### config.mk
export PLATFORM = sky130hd
export DESIGN_NAME = sfr_bus_master_flat
export DESIGN_NICKNAME = d
export VERILOG_FILES = /design/src/rtl/sfr_bus_master_pkg.sv /design/src/rtl/sfr_bus_master_if.sv /design/src/rtl/sfr_bus_master_rmw_merge.sv /design/src/rtl/sfr_bus_master.sv /design/src/flat_wrapper.sv
export SDC_FILE = /design/constraint.sdc
export NUM_CORES = 1
export LEC_CHECK = 0
export ABC_AREA = 1
export BUFFER_PORTS_ARGS = -buffer_cell sky130_fd_sc_hd__buf_2
export CAP_MARGIN = 5
export CORE_ASPECT_RATIO = 1.25
export CORE_MARGIN = 1.5
export CORE_UTILIZATION = 35
export DETAILED_ROUTE_END_ITERATION = 7
export PLACE_DENSITY = 0.65
export SLEW_MARGIN = 10
export SYNTH_ARGS = -nofsm -noshare
export SYNTH_HDL_FRONTEND = slang
export SYNTH_SLANG_ARGS = --single-unit
### constraint.sdc
create_clock -name sys_clk -period 4.1 [get_ports sys_clk]
set_input_delay 0.205 -clock sys_clk [delete_from_list [all_inputs] [get_ports sys_clk]]
set_output_delay 0.205 -clock sys_clk [all_outputs]
set_load 0.01 [all_outputs]
### src/rtl/sfr_bus_master_pkg.sv
// Shared types for the SFR bus master: FSM state encoding, strobe width
// and the latched request record.
package sfr_bus_pkg;

    localparam int SFR_DATA_W     = 32;
    localparam int SFR_ADDR_W     = 8;
    localparam int SFR_STRB_WIDTH = SFR_DATA_W / 8;

    typedef enum logic [1:0] {
        IDLE    = 2'd0,
        RD_WAIT = 2'd1,
        WR      = 2'd2,
        RSP     = 2'd3
    } sfr_bus_state_e;

    // One accepted request, held for the whole transaction.
    typedef struct packed {
        logic                      we;
        logic [SFR_ADDR_W-1:0]     addr;
        logic [SFR_DATA_W-1:0]     wdata;
        logic [SFR_STRB_WIDTH-1:0] wstrb;
    } sfr_req_t;

endpackage

### src/rtl/sfr_bus_master_if.sv
// Request/response handshake plus the SFR map strobes, bundled as one
// interface. master = the bus master, slave = core + SFR map side.
interface sfr_bus_master_if #(
    parameter int SFR_WIDTH      = 32,
    parameter int SFR_ADDR_WIDTH = 8
);
    logic                      req_valid;
    logic                      req_ready;
    logic                      req_we;
    logic [SFR_ADDR_WIDTH-1:0] req_addr;
    logic [SFR_WIDTH-1:0]      req_wdata;
    logic [SFR_WIDTH/8-1:0]    req_wstrb;

    logic                      rsp_valid;
    logic                      rsp_ready;
    logic [SFR_WIDTH-1:0]      rsp_rdata;
    logic                      rsp_err;

    logic [SFR_ADDR_WIDTH-1:0] sfr_addr;
    logic                      sfr_ren;
    logic                      sfr_wen;
    logic [SFR_WIDTH-1:0]      sfr_din;
    logic [SFR_WIDTH-1:0]      sfr_dout;
    logic                      sfr_rdonly;

    modport master (
        input  req_valid, req_we, req_addr, req_wdata, req_wstrb,
        input  rsp_ready, sfr_dout, sfr_rdonly,
        output req_ready, rsp_valid, rsp_rdata, rsp_err,
        output sfr_addr, sfr_ren, sfr_wen, sfr_din
    );

    modport slave (
        output req_valid, req_we, req_addr, req_wdata, req_wstrb,
        output rsp_ready, sfr_dout, sfr_rdonly,
        input  req_ready, rsp_valid, rsp_rdata, rsp_err,
        input  sfr_addr, sfr_ren, sfr_wen, sfr_din
    );
endinterface

### src/rtl/sfr_bus_master_rmw_merge.sv
// Byte-lane merge for read-modify-write: lanes with a set strobe take the
// new data, the rest keep the word read back from the map.
module sfr_rmw_merge #(
    parameter int WIDTH = 32
) (
    input  logic [WIDTH-1:0]   old_data_i,
    input  logic [WIDTH-1:0]   new_data_i,
    input  logic [WIDTH/8-1:0] wstrb_i,
    output logic [WIDTH-1:0]   merged_o
);
    for (genvar gi = 0; gi < WIDTH / 8; gi++) begin : g_lane
        assign merged_o[gi*8 +: 8] = wstrb_i[gi] ? new_data_i[gi*8 +: 8]
                                                 : old_data_i[gi*8 +: 8];
    end
endmodule

### src/rtl/sfr_bus_master.sv
// SFR bus master: single outstanding read/write to the SFR map, response
// on a valid/ready channel. Optional feature macro: SFR_BUS_RMW_EN enables
// read-modify-write for partial-strobe writes; without it every write is a
// full-word write and wstrb is ignored.
module sfr_bus_master
    import sfr_bus_pkg::*;
#(
    parameter int SFR_WIDTH      = SFR_DATA_W,
    parameter int SFR_ADDR_WIDTH = SFR_ADDR_W,
    parameter int RD_LATENCY     = 1
) (
    input  logic             sys_clk,
    input  logic             sys_rst,
    input  logic             sys_clk_en,
    sfr_bus_master_if.master bus
);
    localparam int               CNT_W    = $clog2(RD_LATENCY + 1);
    localparam logic [CNT_W-1:0] CNT_LAST = CNT_W'(RD_LATENCY);

    sfr_bus_state_e       state_q, state_d;
    logic [CNT_W-1:0]     cnt_q, cnt_d;
    sfr_req_t             req_q, req_d;
    logic [SFR_WIDTH-1:0] din_q, din_d;
    logic [SFR_WIDTH-1:0] rdata_q, rdata_d;
    logic                 err_q, err_d;

`ifdef SFR_BUS_RMW_EN
    logic [SFR_WIDTH-1:0] merged_data;

    sfr_rmw_merge #(.WIDTH(SFR_WIDTH)) u_merge (
        .old_data_i (bus.sfr_dout),
        .new_data_i (req_q.wdata),
        .wstrb_i    (req_q.wstrb),
        .merged_o   (merged_data)
    );
`else
    // Without RMW the latched strobes, write data copy and direction are never consulted.
    logic unused_req;
    assign unused_req = ^{req_q.we, req_q.wdata, req_q.wstrb};
`endif

    // State and datapath registers; everything clears asynchronously.
    always_ff @(posedge sys_clk or posedge sys_rst) begin
        if (sys_rst) begin
            state_q <= IDLE;
            cnt_q   <= '0;
            req_q   <= '0;
            din_q   <= '0;
            rdata_q <= '0;
            err_q   <= 1'b0;
        end else begin
            state_q <= state_d;
            cnt_q   <= cnt_d;
            req_q   <= req_d;
            din_q   <= din_d;
            rdata_q <= rdata_d;
            err_q   <= err_d;
        end
    end

    // Next-state and datapath updates; nothing moves while sys_clk_en is low.
    always_comb begin
        state_d = state_q;
        cnt_d   = cnt_q;
        req_d   = req_q;
        din_d   = din_q;
        rdata_d = rdata_q;
        err_d   = err_q;
        if (sys_clk_en) begin
            case (state_q)
                IDLE: begin
                    if (bus.req_valid) begin
                        req_d.we    = bus.req_we;
                        req_d.addr  = SFR_ADDR_W'(bus.req_addr);
                        req_d.wdata = SFR_DATA_W'(bus.req_wdata);
                        req_d.wstrb = SFR_STRB_WIDTH'(bus.req_wstrb);
                        cnt_d       = '0;
                        rdata_d     = '0;
                        err_d       = 1'b0;
                        if (bus.req_we) begin
                            din_d = bus.req_wdata;
                        end
                        if (!bus.req_we) begin
                            state_d = RD_WAIT;
`ifdef SFR_BUS_RMW_EN
                        end else if (bus.req_wstrb == '0) begin
                            state_d = RSP;
                        end else if (&bus.req_wstrb) begin
                            state_d = WR;
                        end else begin
                            state_d = RD_WAIT;
                        end
`else
                        end else begin
                            state_d = WR;
                        end
`endif
                    end
                end
                RD_WAIT: begin
                    if (cnt_q == CNT_LAST) begin
`ifdef SFR_BUS_RMW_EN
                        if (req_q.we) begin
                            din_d   = merged_data;
                            state_d = WR;
                        end else
`endif
                        begin
                            rdata_d = bus.sfr_dout;
                            state_d = RSP;
                        end
                    end else begin
                        cnt_d = cnt_q + CNT_W'(1);
                    end
                end
                WR: begin
                    err_d   = bus.sfr_rdonly;
                    state_d = RSP;
                end
                RSP: begin
                    if (bus.rsp_ready) begin
                        state_d = IDLE;
                    end
                end
                default: state_d = IDLE;
            endcase
        end
    end

    assign bus.req_ready = (state_q == IDLE) && !sys_rst;
    assign bus.rsp_valid = (state_q == RSP);
    assign bus.rsp_rdata = rdata_q;
    assign bus.rsp_err   = err_q;
    assign bus.sfr_addr  = SFR_ADDR_WIDTH'(req_q.addr);
    assign bus.sfr_din   = din_q;
    // Read strobe only in the first RD_WAIT cycle; write strobe suppressed for read-only targets.
    assign bus.sfr_ren   = (state_q == RD_WAIT) && (cnt_q == '0);
    assign bus.sfr_wen   = (state_q == WR) && !bus.sfr_rdonly;

endmodule

### src/flat_wrapper.sv
// flat-port wrapper written by rule: the top's interface ports become plain ports
module sfr_bus_master_flat import sfr_bus_pkg::*;
#(
    parameter int SFR_WIDTH      = SFR_DATA_W,
    parameter int SFR_ADDR_WIDTH = SFR_ADDR_W,
    parameter int RD_LATENCY     = 1
)
  (sys_clk, sys_rst, sys_clk_en, bus_req_valid, bus_req_we, bus_req_addr, bus_req_wdata, bus_req_wstrb, bus_rsp_ready, bus_sfr_dout, bus_sfr_rdonly, bus_req_ready, bus_rsp_valid, bus_rsp_rdata, bus_rsp_err, bus_sfr_addr, bus_sfr_ren, bus_sfr_wen, bus_sfr_din);
  sfr_bus_master_if #(.SFR_WIDTH(SFR_WIDTH), .SFR_ADDR_WIDTH(SFR_ADDR_WIDTH)) bus_i ();
  input  logic sys_clk;
  input  logic sys_rst;
  input  logic sys_clk_en;
  input wire logic [$bits(bus_i.req_valid)-1:0] bus_req_valid;
  input wire logic [$bits(bus_i.req_we)-1:0] bus_req_we;
  input wire logic [$bits(bus_i.req_addr)-1:0] bus_req_addr;
  input wire logic [$bits(bus_i.req_wdata)-1:0] bus_req_wdata;
  input wire logic [$bits(bus_i.req_wstrb)-1:0] bus_req_wstrb;
  input wire logic [$bits(bus_i.rsp_ready)-1:0] bus_rsp_ready;
  input wire logic [$bits(bus_i.sfr_dout)-1:0] bus_sfr_dout;
  input wire logic [$bits(bus_i.sfr_rdonly)-1:0] bus_sfr_rdonly;
  output wire logic [$bits(bus_i.req_ready)-1:0] bus_req_ready;
  output wire logic [$bits(bus_i.rsp_valid)-1:0] bus_rsp_valid;
  output wire logic [$bits(bus_i.rsp_rdata)-1:0] bus_rsp_rdata;
  output wire logic [$bits(bus_i.rsp_err)-1:0] bus_rsp_err;
  output wire logic [$bits(bus_i.sfr_addr)-1:0] bus_sfr_addr;
  output wire logic [$bits(bus_i.sfr_ren)-1:0] bus_sfr_ren;
  output wire logic [$bits(bus_i.sfr_wen)-1:0] bus_sfr_wen;
  output wire logic [$bits(bus_i.sfr_din)-1:0] bus_sfr_din;
  assign bus_i.req_valid = bus_req_valid;
  assign bus_i.req_we = bus_req_we;
  assign bus_i.req_addr = bus_req_addr;
  assign bus_i.req_wdata = bus_req_wdata;
  assign bus_i.req_wstrb = bus_req_wstrb;
  assign bus_i.rsp_ready = bus_rsp_ready;
  assign bus_i.sfr_dout = bus_sfr_dout;
  assign bus_i.sfr_rdonly = bus_sfr_rdonly;
  assign bus_req_ready = bus_i.req_ready;
  assign bus_rsp_valid = bus_i.rsp_valid;
  assign bus_rsp_rdata = bus_i.rsp_rdata;
  assign bus_rsp_err = bus_i.rsp_err;
  assign bus_sfr_addr = bus_i.sfr_addr;
  assign bus_sfr_ren = bus_i.sfr_ren;
  assign bus_sfr_wen = bus_i.sfr_wen;
  assign bus_sfr_din = bus_i.sfr_din;
  sfr_bus_master #(.SFR_WIDTH(SFR_WIDTH), .SFR_ADDR_WIDTH(SFR_ADDR_WIDTH), .RD_LATENCY(RD_LATENCY)) u_core (.sys_clk(sys_clk), .sys_rst(sys_rst), .sys_clk_en(sys_clk_en), .bus(bus_i));
endmodule
==> impl_results.rst, run 1 <==
.. list-table::
   :header-rows: 1

   * - Metric
     - Value
   * - Cell-by-cell listing of the critical path
     - inv_1, ha_1, nand2_1, nand2_1, inv_2, nand2_2, nand2_1, nand2_1
   * - Total number of yosys warnings
     - 0
   * - Total placed cells including tap cells
     - about 650
   * - H-tree level count
     - 3
   * - Total Wirelength
     - between 8000 and 9000 µm
   * - Number of nets at the end of the flow
     - between 600 and 700
   * - Critical path class
     - reg -> reg
   * - Port buffer count
     - around 160
   * - Number of max-slew violations in the final report
     - 0
   * - Kind of capture point of the worst setup path
     - flip-flop
   * - Clock network latency to the later pin of the worst-skew pair
     - ~330 ps
   * - Number of endpoints failing setup at the final stage
     - 0
   * - Die H
     - 112.4 µm
   * - Setup repair after global routing missed its margin
     - false
   * - Post_cts resized
     - 0
   * - Number of cell rows
     - 39
   * - Most repeated library cell on the critical path
     - nand2_1
   * - Die area
     - about 10,000 µm²
   * - Number of buffers inserted by post-CTS setup repair
     - 0
   * - Growth of design area from synthesis to finish
     - 34.88%
   * - Transition time of the tightest slew-check pin
     - around 1200 ps
   * - CTS tree
     - built
   * - CP Data Required Time
     - between 4000 and 5000 ps
   * - Count of non-filler cells in the finished layout
     - 669
   * - Cts-stage hold buffer count
     - 0
   * - Max-Cap Viols
     - 0
   * - Worst vdd rail ir drop
     - approximately 0.37 mV
   * - Commonest non-fill, non-tap cells in the layout
     - nand2_1, buf_2, dfrtp_1
   * - Maximum number of pins on one net before global-route repair
     - 47
   * - DRC violations left
     - 0
   * - Hold crit path type
     - in -> reg
   * - Initial DRT Pass Iterations
     - 6
   * - Clock-pin slew reported for the worst setup and hold paths after clock tree synthesis
     - around 60 ps
   * - Placed wire-length estimate
     - 5653 µm
   * - Effective utilization at floorplan
     - between 30% and 40%
   * - DR vias
     - a little over 3,000
   * - Gate Count Post-Synth
     - 396
   * - Maximum root-to-sink buffer count
     - 2
   * - Number of endpoints with negative hold slack in the final report
     - 0
   * - Floorplan Core Area
     - approximately 9000 µm²
   * - Sequential-to-total area share from yosys stat
     - approximately 57%
   * - Violation count after the first detailed-routing iteration
     - 134
   * - Number of vias per cell after detailed routing
     - around 4.6
   * - Number of antenna violations at the first check in global routing
     - 0
   * - Clock Skew
     - 3.878 ps
   * - Net Count, Synth
     - between 400 and 500
   * - Overflow left after global routing
     - 0
   * - Total global routing track utilization
     - approximately 17%
   * - Largest fanout on the critical path
     - 36
   * - Cell class contributing the biggest share of worst-path delay
     - simple AND/OR/NAND/NOR gates
   * - Count of buffering cells on the critical path with inverters included
     - 2
   * - CTS Sinks
     - 76
   * - Average wire length per cell after detail routing
     - approximately 12 µm
   * - DRT antenna net count
     - 0
   * - Element type at the critical path start
     - flip-flop
   * - Synth cell types
     - 15
   * - Final RePlAce weighted congestion
     - around 0.76
   * - X dimension of the die
     - 90.52 µm
   * - Flop-to-flop setup slack
     - roughly 1700 ps
   * - Remaining max-slew budget at the tightest pin
     - between 20% and 30%
   * - Root buffer cell
     - clkbuf_16
   * - Number of global-route vias before repair
     - approximately 3,000
   * - Power Total
     - approximately 3.2 mW
   * - Top-Level Pins
     - 160
   * - Number of buffers created by CTS
     - 9
   * - Summed negative setup slack over all endpoints
     - 0 ps
   * - Fin crit share
     - just under 60%
   * - Largest incremental delay on the critical path
     - ~550 ps
   * - Ratio of total power to cell area
     - roughly 700 nW/µm²
   * - Post-synthesis instance area
     - about 3400 µm²
   * - Post-synth top area cell
     - dfrtp_1
   * - Diodes inserted
     - 0
   * - Arrival time worst endpoint
     - 2630 ps
   * - Leading cell type in the layout, fill and taps excluded
     - nand2_1
   * - Share of Yosys cell area claimed by the top area cell type
     - roughly 57%
   * - Leak
     - ~2.6 nW
   * - Layout cells sized above 1
     - 33.33%
   * - Avg Cell Area, Syn
     - between 8 and 9 µm²
   * - Leading cell types by total area after synthesis
     - dfrtp_1, nand2_1, nand3b_1, nand3_1, buf_2
   * - Max frequency
     - a little over 400 MHz
   * - Status
     - finished clean
   * - Final period demand of the worst path
     - between 2000 and 2500 ps
   * - Synthesized flop and latch total
     - between 70 and 80
   * - Wire length of the first global-routing pass
     - 13,940 µm
   * - Slowest cell on the critical path
     - nand2_2
## cells in the mapped netlist (all sizes together)
library cell	number
dfrtp	76
nor2	4
nand3b	32
o21ai	5
nand3	35
nand2	203
or2	1
ha	5
buf	16
inv	11
clkbuf	8
## layout make-up
cell class              instances  area (µm²)
flip-flops and latches         76        1902
clock buffers                  10       239.0
inverters                      11       41.29
repair buffers                158       798.3
clock inverters                 6       87.58
fillers                       925        4703
multi-input cells             285        1297
well taps                     123       153.9
## tightest hold or removal path: cells and delay by family
| kind | cells | cell delay (ps) |
|---|---|---|
| AND/OR/NAND/NOR | 2 | 80 |
| buffers and inverters | 1 | 80 |
## per-layer routing
metal	up-vias	routed length, µm	global-route usage (%)
met1	1413	3680	20.51
met5	-	0	0
li1	1530	-	-
met2	130	3772	27.82
met3	9	693	4.810
met4	0	110	7.513
## kinds of logic (layout without fill, tap and decap cells)
logic type | after synthesis | in the layout | share of synthesized area [%]
DFF | 76 | 76 | 56.76
adders and majority gates | 5 | 5 | 1.867
AOI/OAI and AO/OA | 5 | 5 | 0.8589
and+or+nand+nor | 275 | 275 | 36.00
buffers and inverters | 35 | 185 | 4.518
## worst paths after layout
| check | cells after the start | from | to |
|---|---|---|---|
| worst max-delay path | 8 | u_core.state_q[0] | u_core.bus.rsp_rdata[26] |
| min in group asynchronous | 2 | sys_rst | u_core.bus.sfr_addr[4] |
| max in group asynchronous | 3 | sys_rst | u_core.bus.sfr_din[2] |
| worst min-delay path | 3 | bus_req_addr[2] | u_core.bus.sfr_addr[2] |
| worst max register to register | 8 | u_core.state_q[0] | u_core.bus.rsp_rdata[26] |
| worst min register to register | 2 | u_core.bus.rsp_rdata[6] | u_core.bus.rsp_rdata[6] |
## sequential cells by signal, indices dropped and copies added, names as in the netlist
signal	cells
u_core.bus.rsp_rdata	32
u_core.bus.sfr_din	32
u_core.bus.sfr_addr	8
u_core.state_q	2
u_core.bus.rsp_err	1
u_core.cnt_q	1
## per-stage QoR
step,utilization [%],instance area [µm²],hold WS [ps],worst slack (ps)
after floorplan,-,3351,314.6,1957
after global placement,45.46,4193,401.5,1692
after detailed placement,45.46,4193,408.7,1628
after CTS,49.00,4519,61.94,1619
after global routing,49.00,4519,69.35,1376
final,49.00,4519,69.39,1680
## report_power, final
group          internal (mW)  leakage [nW]  switching [mW]
registers               1.03         0.984           0.151
clock network          0.548         0.151           0.300
logic                  0.431          1.51           0.717
No activity file was read; power rests on OpenSTA's default activity.
==> inputs of run 2 (changes only) <==
--- a/config.mk
+++ b/config.mk
@@ -12,7 +12,7 @@
 export CORE_MARGIN = 1.5
 export CORE_UTILIZATION = 35
 export DETAILED_ROUTE_END_ITERATION = 7
-export PLACE_DENSITY = 0.65
+export PLACE_DENSITY = 0.68
 export SLEW_MARGIN = 10
 export SYNTH_ARGS = -nofsm -noshare
 export SYNTH_HDL_FRONTEND = slang
==> constraint.sdc (replaced) <==
create_clock -name sys_clk -period 2.06 [get_ports sys_clk]
set_input_delay 0.103 -clock sys_clk [delete_from_list [all_inputs] [get_ports sys_clk]]
set_output_delay 0.103 -clock sys_clk [all_outputs]
set_load 0.01 [all_outputs]
==> run 2 against run 1 <==
Compared with the run above: cell area increased by 8.4%; total power is 100% higher; count of clock-buffer cells in the layout did not move; first-iteration DRC count is 16% lower; highest routed layer unchanged.
==> impl_results.rst, run 2 (synthesis results as in run 1) <==
.. list-table::
   :header-rows: 1

   * - Metric
     - Value
   * - Number of buffers inserted by post-CTS setup repair
     - 0 (unchanged)
   * - Floorplan Core Area
     - 9223 µm² (unchanged)
   * - Final RePlAce weighted congestion
     - 0.7906 (+4.4%)
   * - Effective utilization at floorplan
     - 36.33% (unchanged)
   * - Clock-pin slew reported for the worst setup and hold paths after clock tree synthesis
     - 60 ps (about the same)
   * - CTS tree
     - built
   * - Number of max-slew violations in the final report
     - 0 (unchanged)
   * - Kind of capture point of the worst setup path
     - flip-flop
   * - Root buffer cell
     - clkbuf_16
   * - Summed negative setup slack over all endpoints
     - 0 ps (unchanged)
   * - Ratio of total power to cell area
     - 1310 nW/µm² (+86%)
   * - Largest incremental delay on the critical path
     - 420 ps (-130 ps)
   * - Maximum number of pins on one net before global-route repair
     - 41 (-13%)
   * - Worst vdd rail ir drop
     - 0.6966 mV (+89%)
   * - Startpoint of the lowest-slack register-to-register path
     - u_core.state_q[0]
   * - Die area
     - 10,170 µm² (unchanged)
   * - Max frequency
     - 554.6 MHz (+34%)
   * - Sequential fraction of design power
     - 36.8% (-0.4 points)
   * - Overflow left after global routing
     - 0 (unchanged)
   * - Startpoint of the lowest-slack hold path
     - bus_req_wdata[24]
   * - Setup repair after global routing missed its margin
     - false
   * - Diodes inserted
     - 0 (unchanged)
   * - Final period demand of the worst path
     - 1803 ps (-616.9 ps)
   * - Commonest non-fill, non-tap cells in the layout
     - nand2_1, buf_2, dfrtp_1
   * - Power share of the combinational group
     - 37.3% (+1.2 points)
   * - Number of nets at the end of the flow
     - 666 (+5.9%)
   * - Destination of the worst hold path
     - u_core.bus.sfr_din[24]
   * - Number of antenna violations at the first check in global routing
     - 0 (unchanged)
   * - Total global routing track utilization
     - 18.34% (+1.5 points)
   * - Largest fanout on the critical path
     - 32 (-11%)
   * - Cell-by-cell listing of the critical path
     - inv_1, ha_1, inv_2, o21ai_2, buf_4, nand3b_1, nand2_1
   * - Critical path class
     - reg -> reg
   * - Flop-to-flop setup slack
     - 260 ps (-1420 ps)
   * - CP Data Required Time
     - 2330 ps (-1980 ps)
   * - Wire length of the first global-routing pass
     - 15,170 µm (+8.8%)
   * - Arrival time worst endpoint
     - 2070 ps (-560 ps)
   * - P_sw
     - 2.367 mW (+100%)
   * - CTS Sinks
     - 76 (unchanged)
   * - Worst reg2reg path endpoint
     - u_core.bus.rsp_rdata[21]
   * - Top-Level Pins
     - 160 (unchanged)
   * - Number of endpoints with negative hold slack in the final report
     - 0 (unchanged)
   * - Initial DRT Pass Iterations
     - 5 (-1)
   * - Port buffer count
     - 155 (unchanged)
   * - Total Wirelength
     - 8843 µm (+7.1%)
   * - Layout cells sized above 1
     - 31.90% (-1.4 points)
   * - Clock network latency to the later pin of the worst-skew pair
     - 330 ps (about the same)
   * - Slowest cell on the critical path
     - dfrtp_1
   * - Number of vias per cell after detailed routing
     - 4.558 (-1.1%)
   * - Number of endpoints failing setup at the final stage
     - 0 (unchanged)
   * - Element type at the critical path start
     - flip-flop
   * - H-tree level count
     - 3 (unchanged)
   * - Violation count after the first detailed-routing iteration
     - 112 (-16%)
   * - Placed wire-length estimate
     - 5724 µm (+1.3%)
   * - Average wire length per cell after detail routing
     - 12.53 µm (+1.5%)
   * - P_int
     - 4.049 mW (+100%)
   * - Growth of design area from synthesis to finish
     - 46.23%
   * - Die H
     - 112.4 µm (unchanged)
   * - Maximum root-to-sink buffer count
     - 2 (unchanged)
   * - Status
     - finished clean
   * - Transition time of the tightest slew-check pin
     - 678.5 ps (-503.7 ps)
   * - X dimension of the die
     - 90.52 µm (unchanged)
   * - Clock network fraction of design power
     - 25.9% (-0.8 points)
   * - Number of cell rows
     - 39 (unchanged)
   * - Final standard cell utilization of the core
     - 53.13% (+4.1 points)
   * - Max-Cap Viols
     - 0 (unchanged)
   * - Leak
     - 2.818 nW (+6.4%)
   * - Number of global-route vias before repair
     - 3,311 (+8.1%)
   * - Switching share of total power
     - 36.89% (+0.15 points)
   * - Fin crit share
     - 87.53% (+29 points)
   * - Number of instances on the worst hold path
     - 3 (unchanged)
   * - Remaining max-slew budget at the tightest pin
     - 54.72% (+34 points)
   * - R2R cell count
     - 7 (-1)
   * - Number of buffers created by CTS
     - 9 (unchanged)
   * - Clock Skew
     - 6.920 ps (+3.042 ps)
   * - DRC violations left
     - 0 (unchanged)
   * - DR vias
     - 3,218 (+4.4%)
   * - Leading cell type in the layout, fill and taps excluded
     - nand2_1
   * - Hold crit path type
     - in -> reg
   * - DRT antenna net count
     - 0 (unchanged)
-- run 2: how the worst max path moves through the flow --
stage | from | to | slack (ps) | cells past startpoint
after floorplan | sys_rst | u_core.bus.rsp_err | 20 | 1
after global placement | u_core.state_q[0] | u_core.bus.rsp_rdata[18] | 260 | 8
after detailed placement | u_core.state_q[0] | u_core.bus.rsp_rdata[21] | 160 | 8
after CTS | u_core.state_q[0] | u_core.bus.rsp_rdata[1] | 140 | 8
after global routing | u_core.state_q[0] | u_core.cnt_q | 50 | 9
final | u_core.state_q[0] | u_core.bus.rsp_rdata[21] | 260 | 7
-- run 2: metrics by stage --
stage	setup slack (ps)	area [µm²]	instances	hold slack, ps	total power, mW
floorplan	18.67	3351	396	212.6	3.764
global placement	257.5	4257	658	234.3	4.674
detailed placement	156.5	4257	658	243.0	4.741
CTS	135.6	4895	706	0.2288	6.477
global route	52.92	4900	706	30.15	6.905
finish	256.9	4900	706	8.024	6.416
-- run 2: area by class of cell --
| type | instances | area [µm²] |
|---|---|---|
| clock inverter | 6 | 88.84 |
| sequential | 76 | 1902 |
| inverter | 11 | 42.54 |
| fill | 850 | 4323 |
| clock buffer | 10 | 229.0 |
| tap | 123 | 153.9 |
| multi-input combinational | 285 | 1303 |
| timing repair buffer | 195 | 1181 |
-- run 2: critical path, delay by kind of cell, from the launching register on --
| family | cells | cell delay, ps |
|---|---|---|
| DFF | 1 | 420 |
| buffers and inverters | 3 | 570 |
| adders and majority gates | 1 | 310 |
| AOI/OAI and AO/OA | 1 | 190 |
| and+or+nand+nor | 2 | 230 |
-- run 2: metal layers --
metal | vias up | share of wire [%] | GRT usage (%) | wire length, µm
li1 | 1598 | - | - | -
met1 | 1477 | 43 | 21.98 | 3781
met2 | 133 | 47 | 30.93 | 4188
met3 | 10 | 8.4 | 5.285 | 744
met4 | 0 | 1.4 | 7.302 | 128
met5 | - | 0 | 0 | 0
-- run 2: power groups by stage --
| stage | Combinational (mW) | Clock (mW) | Sequential (mW) |
|---|---|---|---|
| floorplan | 1.14 | 0 | 2.62 |
| global placement | 2.33 | 0 | 2.35 |
| detailed placement | 2.37 | 0 | 2.37 |
| CTS | 2.41 | 1.71 | 2.36 |
| global route | 2.71 | 1.76 | 2.43 |
| finish | 2.39 | 1.66 | 2.36 |
-- run 2: what timing repair did --
action / in CTS / in global routing
hold buffers: 32 / 0
gates resized for setup: 0 / 1
endpoints found under the hold margin: 67 / 0
endpoints found under the setup margin: 0 / 29
